$ cat config.mk
export PLATFORM = sky130hd
export DESIGN_NAME = sprite_attr_bank
export DESIGN_NICKNAME = d
export VERILOG_FILES = /design/src/rtl/sprite_attr_bank.sv
export SDC_FILE = /design/constraint.sdc
export NUM_CORES = 2
export LEC_CHECK = 0
export BUFFER_PORTS_ARGS = -buffer_cell sky130_fd_sc_hd__buf_2
export CAP_MARGIN = 20
export CORE_MARGIN = 2
export CORE_UTILIZATION = 60
export CTS_BUF_LIST = sky130_fd_sc_hd__clkbuf_16
export CTS_CLUSTER_SIZE = 16
export DETAILED_ROUTE_END_ITERATION = 8
export PLACE_DENSITY = 0.76
export SLEW_MARGIN = 0
export SYNTH_ARGS = -nofsm -noshare
export SYNTH_HDL_FRONTEND = slang
export SYNTH_SLANG_ARGS = --single-unit
export TNS_END_PERCENT = 5
$ cat constraint.sdc
create_clock -name clk -period 86 [get_ports clk]
set_input_delay 4.3 -clock clk [delete_from_list [all_inputs] [get_ports clk]]
set_output_delay 4.3 -clock clk [all_outputs]
set_load 0.02 [all_outputs]
$ cat src/rtl/sprite_attr_bank.sv
// sprite_attr_bank: double-buffered sprite attribute file on an Avalon-MM slave.
// Shadow bank is written by software; active bank is copied from it at frame boundaries.
module sprite_attr_bank #(
    parameter int NUM_SPRITES = 32,
    parameter int DATA_W      = 32,
    parameter int ADDR_W      = 6
) (
    input  logic              clk,
    input  logic              reset,
    input  logic              chipselect,
    input  logic              write,
    input  logic              read,
    input  logic [ADDR_W-1:0] address,
    input  logic [DATA_W-1:0] writedata,
    output logic [DATA_W-1:0] readdata,
    output logic              waitrequest,
    input  logic              vsync_start,
    input  logic [ADDR_W-1:0] disp_idx,
    output logic [DATA_W-1:0] disp_data,
    output logic              irq
);

    localparam int IDX_W = (NUM_SPRITES > 1) ? $clog2(NUM_SPRITES) : 1;
    localparam logic [ADDR_W-1:0] NUM_A    = ADDR_W'(NUM_SPRITES);
    localparam logic [ADDR_W-1:0] CTRL_A   = '1;
    localparam logic [IDX_W-1:0]  LAST_IDX = IDX_W'(NUM_SPRITES - 1);

    typedef enum logic {
        IDLE,
        CLEAR
    } state_t;

    state_t state, state_nxt;

    logic [IDX_W-1:0]  clr_idx;
    logic [DATA_W-1:0] shadow [NUM_SPRITES];
    logic [DATA_W-1:0] active [NUM_SPRITES];
    logic              commit_pending;
    logic [7:0]        frame_cnt;

    logic              is_spr;
    logic              is_ctrl;
    logic              wr_ok;
    logic              rd_ok;
    logic              spr_wr;
    logic              ctrl_wr;
    logic              start_clr;
    logic              do_commit;
    logic [DATA_W-1:0] status;
    logic [IDX_W-1:0]  a_idx;
    logic [IDX_W-1:0]  d_idx;

    assign a_idx = address[IDX_W-1:0];
    assign d_idx = disp_idx[IDX_W-1:0];

    // Bus decode, stall generation and status word assembly
    always_comb begin
        is_spr      = address < NUM_A;
        is_ctrl     = address == CTRL_A;
        waitrequest = chipselect & (read | write) & (state == CLEAR) & is_spr;
        wr_ok       = chipselect & write & ~waitrequest;
        rd_ok       = chipselect & read & ~waitrequest;
        spr_wr      = wr_ok & is_spr;
        ctrl_wr     = wr_ok & is_ctrl;
        start_clr   = ctrl_wr & writedata[1] & (state == IDLE);
        do_commit   = vsync_start & commit_pending & (state == IDLE);
        status      = '0;
        status[0]   = commit_pending;
        status[1]   = state == CLEAR;
        status[2]   = irq;
        status[15:8] = frame_cnt;
    end

    // Clear sequencer next-state: sweep every shadow entry once, then return
    always_comb begin
        state_nxt = state;
        unique case (state)
            IDLE:  if (start_clr) state_nxt = CLEAR;
            CLEAR: if (clr_idx == LAST_IDX) state_nxt = IDLE;
        endcase
    end

    // Clear sequencer state and sweep index
    always_ff @(posedge clk) begin
        if (reset) begin
            state   <= IDLE;
            clr_idx <= '0;
        end else begin
            state <= state_nxt;
            if (start_clr)
                clr_idx <= '0;
            else if (state == CLEAR)
                clr_idx <= clr_idx + 1'b1;
        end
    end

    // Shadow/active banks; commit copies pre-write shadow values
    always_ff @(posedge clk) begin
        if (reset) begin
            for (int i = 0; i < NUM_SPRITES; i++) begin
                shadow[i] <= '0;
                active[i] <= '0;
            end
        end else begin
            if (do_commit)
                for (int i = 0; i < NUM_SPRITES; i++)
                    active[i] <= shadow[i];
            if (spr_wr)
                shadow[a_idx] <= writedata;
            if (state == CLEAR)
                shadow[clr_idx] <= '0;
        end
    end

    // Commit bookkeeping; set of pending/irq wins over same-cycle clear
    always_ff @(posedge clk) begin
        if (reset) begin
            commit_pending <= 1'b0;
            irq            <= 1'b0;
            frame_cnt      <= '0;
        end else begin
            if (do_commit)
                commit_pending <= 1'b0;
            if (ctrl_wr & writedata[0])
                commit_pending <= 1'b1;
            if (ctrl_wr & writedata[2])
                irq <= 1'b0;
            if (do_commit) begin
                irq       <= 1'b1;
                frame_cnt <= frame_cnt + 8'd1;
            end
        end
    end

    // Registered bus readback; holds between accepted reads
    always_ff @(posedge clk) begin
        if (reset)
            readdata <= '0;
        else if (rd_ok)
            readdata <= is_spr ? shadow[a_idx] : (is_ctrl ? status : '0);
    end

    // Registered display port from the active bank
    always_ff @(posedge clk) begin
        if (reset)
            disp_data <= '0;
        else
            disp_data <= (disp_idx < NUM_A) ? active[d_idx] : '0;
    end

endmodule
== Yosys cells after proc, flatten, opt, wreduce, memory -nomap -nowiden ==
Memories as Yosys holds them, arrays and structs flattened. A register that Yosys moved wholly into a read port is not among the register bits.
Index checks and enable logic that the tools add are counted.
W data, S select, Z words.
Word-level totals
  memories: 2
  register bits after elaboration: 48
  bits in writable memories: 2048
  input port bits: 50
  output and inout port bits: 66
  word-level logic and storage cells: 129
Memory list
  active: depth 32, bits a word 32, rd ports 1, clocked after memory_dff 1, write ports 32, RTL line 37  | logic [DATA_W-1:0] active [NUM_SPRITES];
  shadow: depth 32, bits a word 32, rd ports 33, clocked after memory_dff 0, write ports 32, RTL line 36  | logic [DATA_W-1:0] shadow [NUM_SPRITES];
Operators by class
  equal/unequal tests: 2
  $lt $le $gt $ge: 2
  add/subtract/negate cells: 2
  reductions and logical operators: 6
  mux-type cells: 58
  bitwise operators: 51
Operator list (number)
  $mux W32: 35
  $reduce_or A32 Y1: 2
  $or A1 B1 Y1: 33
  $mux W1: 19
  $mux W16: 1
  $and A1 B1 Y1: 15
  $lt A6 B6 Y1 const B: 2
  $mux W5: 2
  $add A8 B1 Y8 const B: 1
  $eq A6 B6 Y1 const B: 1
  $add A5 B1 Y5 const B: 1
  $eq A5 B5 Y1 const B: 1
  $reduce_bool A2 Y1: 2
  $reduce_or A2 Y1: 2
  $not A1 Y1: 3
  $pmux W1 S2: 1

== Depth between registers and ports, before layout ==
  depth in word-level cells: 13
  mapped depth: 9
  gate-level depth less buffers: 5

== Worst setup path before layout ==
No wires, ideal clock.
  path kind: input -> register
  start point: input port reset
  end point: memory active[0][0], enable pin
  stages on the path: 4
  setup slack: 55.080 ns
  arrival time: 29.333 ns
  required time: 84.413 ns
  path through: buf_2 > clkbuf_1 > clkbuf_1 > nand2b_1
RTL lines
  start, declared: RTL line 9  | input logic reset,
  end, declared: RTL line 37

== Worst setup path after layout ==
  start point: input port chipselect
  end point: output port waitrequest
On the way
  word-level cells in the longest chain between the ends: 3
Ends and longest elaborated chain
  start, declared: RTL line 10  | input logic chipselect,
  $and A1 B1 Y1 (3 in series): RTL line 60  | waitrequest = chipselect & (read | write) & (state == CLEAR) & is_spr;
  end, declared: RTL line 16  | output logic waitrequest,
Every way passes these cells.

==> impl_metrics.json <==
{
  "run_status": "finished, final reports clean",
  "grt_overflow_total": 0,
  "die-width_um": 400,
  "synth_seq_area_share_pct": 67.0,
  "synth.cell_area_um2": 94200,
  "drv_slew": 0,
  "share_of_final_layout_standard_cells_stronger_than_drive_strength_1_pct": 18.8,
  "cp_max_fanout": 7,
  "cp.arrival_ps": 5100,
  "worst_skew_pair.late_latency_ps": 850,
  "setup.worst_path.end_class": "output port",
  "worst_pin_slew_ps": 1330,
  "hold-worst-slack_ps": 520,
  "synth.avg_cell_area_um2": 15.7,
  "holdCritPathClass": "flip-flop to flip-flop",
  "placeableCoreArea_um2": 156000,
  "final_min_period_over_clock_period_pct": 10.9,
  "floorplan.io_pins": 116,
  "crit_path_start_kind": "input pin",
  "floorplan_die_area_um2": 160000,
  "final_util_pct": 66.0,
  "cells_after_synthesis": 6017,
  "first_global_vias": 55909,
  "synth-main-ff-cell": "sky130_fd_sc_hd__edfxtp_1",
  "drcViolationCount": 0,
  "maxSlewHeadroom_pct": 11.6,
  "worst-endpoint-required_ps": 81700,
  "finish.net_count": 5921,
  "worst_ir_drop_vdd_mv": 0.0221,
  "dp.final_hpwl_um": 152000,
  "cts_buffer_depth": 3,
  "clk_pin_slew_ps": 60,
  "routed_wire_length_per_instance_um": 33.4,
  "cts_resized": 0,
  "fin_worst_skew_ps": 37.2,
  "grt_start_max_net_pins": 117,
  "cts-buffers-inserted": 205,
  "synth_enable_flop_cells": 2048,
  "timing.fmax_ghz": 0.106,
  "post-cts-setup-buffer-count": 0,
  "max_cap_viol_count": 0,
  "mappedNetlistNets": 6070,
  "place_congestion": 0.843,
  "final_common_cell": "sky130_fd_sc_hd__edfxtp_1",
  "port_buffers": 115,
  "postRouteWirelength_um": 271000,
  "cts.root.buffer_cell": "sky130_fd_sc_hd__clkbuf_16",
  "groute.usage.overall_pct": 34.0,
  "htree_levels": 4,
  "layout_common_cells": "2,048 x sky130_fd_sc_hd__edfxtp_1, 1,020 x sky130_fd_sc_hd__nor3_1, 578 x sky130_fd_sc_hd__and2_1",
  "antenna_found_initial": 13,
  "postCtsHoldBufs": 0,
  "final.fill_count": 10391,
  "drt-pass1-iter-count": 7,
  "synth.ff_latch_count": 2128,
  "via_count": 56993,
  "floorplan.initialDensity_pct": 60.4,
  "route.detailed.vias_per_inst": 7.03,
  "grt_setup_unrepaired": "false",
  "synth_warnings": 0,
  "cts_sink_cnt": 2128,
  "criticalPathCategory": "input pin to output port",
  "synth_cell_type_count": 51,
  "p_leak_uw": 0.0350,
  "setup_viol": 0,
  "area_growth_syn_to_layout_pct": 9.32,
  "grt_first_pass_wirelength_um": 389000,
  "synthArstFlopShare_pct": 0,
  "drtAntennaViolNets": 0,
  "min_period_ps": 9400,
  "setup-tns-final_ps": 0,
  "clock_tree_from_tritoncts": "built",
  "die_h_um": 400,
  "dr.first_iter.drc_count": 8734,
  "power_density_nw_per_um2": 21.5,
  "count_of_standard_cell_rows": 145,
  "hold_viol_final": 0
}
## cell families (layout without fill, tap and decap cells)
family,count (synthesis),after routing,share of synthesized area [%]
xor+xnor,9,9,0.0837
mux,654,654,13.8
buf+inv,701,726,3.46
simple gates,2245,2245,13.3
fa+ha+maj,3,3,0.0398
flops,2128,2128,67.0
compound gates,277,277,2.30
other cells,0,10,0
## report_power, final
part	internal (µW)	total [µW]	switching, µW
clock	466	852	386
sequential	1170	1190	16.1
combinational	57.3	169	112
## through the flow
stage	total power, µW	instances	worst slack (ps)	instance area (µm²)
after CTS	2210	8082	76640	103000
final	2210	8110	76600	103000
after floorplan	1340	6017	55080	94200
after detailed placement	1370	7701	76410	96300
after global routing	2260	8102	76570	103000
after global placement	1370	7691	76560	96000
## synth_stat cells, types with 3 or more instances
master,n,area (µm²)
sky130_fd_sc_hd__a2111oi_0,21,184
sky130_fd_sc_hd__a21boi_0,11,82.6
sky130_fd_sc_hd__a21oi_1,5,25.0
sky130_fd_sc_hd__a22o_1,20,175
sky130_fd_sc_hd__a22oi_1,42,315
sky130_fd_sc_hd__a31oi_1,11,68.8
sky130_fd_sc_hd__a32o_1,21,210
sky130_fd_sc_hd__and2_1,578,3620
sky130_fd_sc_hd__and3_1,4,25.0
sky130_fd_sc_hd__buf_1,74,278
sky130_fd_sc_hd__buf_2,142,711
sky130_fd_sc_hd__buf_4,35,263
sky130_fd_sc_hd__buf_6,43,484
sky130_fd_sc_hd__clkbuf_1,339,1270
sky130_fd_sc_hd__dfxtp_1,80,1600
sky130_fd_sc_hd__edfxtp_1,2048,61500
sky130_fd_sc_hd__ha_1,3,37.5
sky130_fd_sc_hd__inv_1,66,248
sky130_fd_sc_hd__mux2_2,6,67.6
sky130_fd_sc_hd__mux2i_1,132,1320
sky130_fd_sc_hd__mux2i_4,4,90.1
sky130_fd_sc_hd__mux4_2,512,11500
sky130_fd_sc_hd__nand2_1,90,338
sky130_fd_sc_hd__nand2_2,3,18.8
sky130_fd_sc_hd__nand2b_1,3,18.8
sky130_fd_sc_hd__nand3_1,4,20.0
sky130_fd_sc_hd__nand3_2,6,60.1
sky130_fd_sc_hd__nand3b_1,4,30.0
sky130_fd_sc_hd__nand4_1,49,307
sky130_fd_sc_hd__nor2_1,19,71.3
sky130_fd_sc_hd__nor2b_1,454,2840
sky130_fd_sc_hd__nor3_1,1020,5100
sky130_fd_sc_hd__nor3_2,6,60.1
sky130_fd_sc_hd__o21bai_1,32,240
sky130_fd_sc_hd__o22a_1,42,368
sky130_fd_sc_hd__o22ai_1,52,325
sky130_fd_sc_hd__o32ai_1,11,96.3
sky130_fd_sc_hd__xnor2_1,4,35.0
sky130_fd_sc_hd__xor2_1,5,43.8
## per-layer routing
metal / global-route usage, % / up-vias / wire (µm) / part of all wire (%)
li1: - / 22923 / - / -
met1: 45.8 / 28815 / 93000 / 34
met2: 52.4 / 4448 / 126000 / 46
met3: 8.28 / 801 / 37400 / 14
met5: 0 / - / 34 / 0.013
met4: 16.5 / 6 / 14900 / 5.5
## worst paths after layout
kind,cells after the start,from,slack [ps],end
max,5,chipselect,76600,waitrequest
max reg2reg,7,state,80310,active[10][31]
min,1,readdata[22],520,readdata[22]
min reg2reg,1,readdata[22],520,readdata[22]
## layout make-up
class | count | area, µm² | share of cell area [%]
well taps | 2058 | 2570 | 2.50
flip-flops and latches | 2128 | 63100 | 61.3
inverters | 68 | 255 | 0.248
clock inverters | 171 | 995 | 0.966
repair buffers | 277 | 2370 | 2.31
diodes | 10 | 25.0 | 0.0243
clock buffers | 210 | 5260 | 5.10
multi-input cells | 3188 | 28400 | 27.6
## critical path, cell delays in order
cell and delay [ps]:
sky130_fd_sc_hd__buf_2 140, sky130_fd_sc_hd__nor2b_1 250, sky130_fd_sc_hd__o21ai_0 150, sky130_fd_sc_hd__nor2_1 100, sky130_fd_sc_hd__buf_2 170
## state kept, by name, indices dropped and copies added (netlist names)
name and cells:
irq 1, readdata 32, frame_cnt 8, active 1024, shadow 1024, state 1
clr_idx 5, disp_data 32, commit_pending 1
Note: power is estimated with default switching activity, not from simulation.
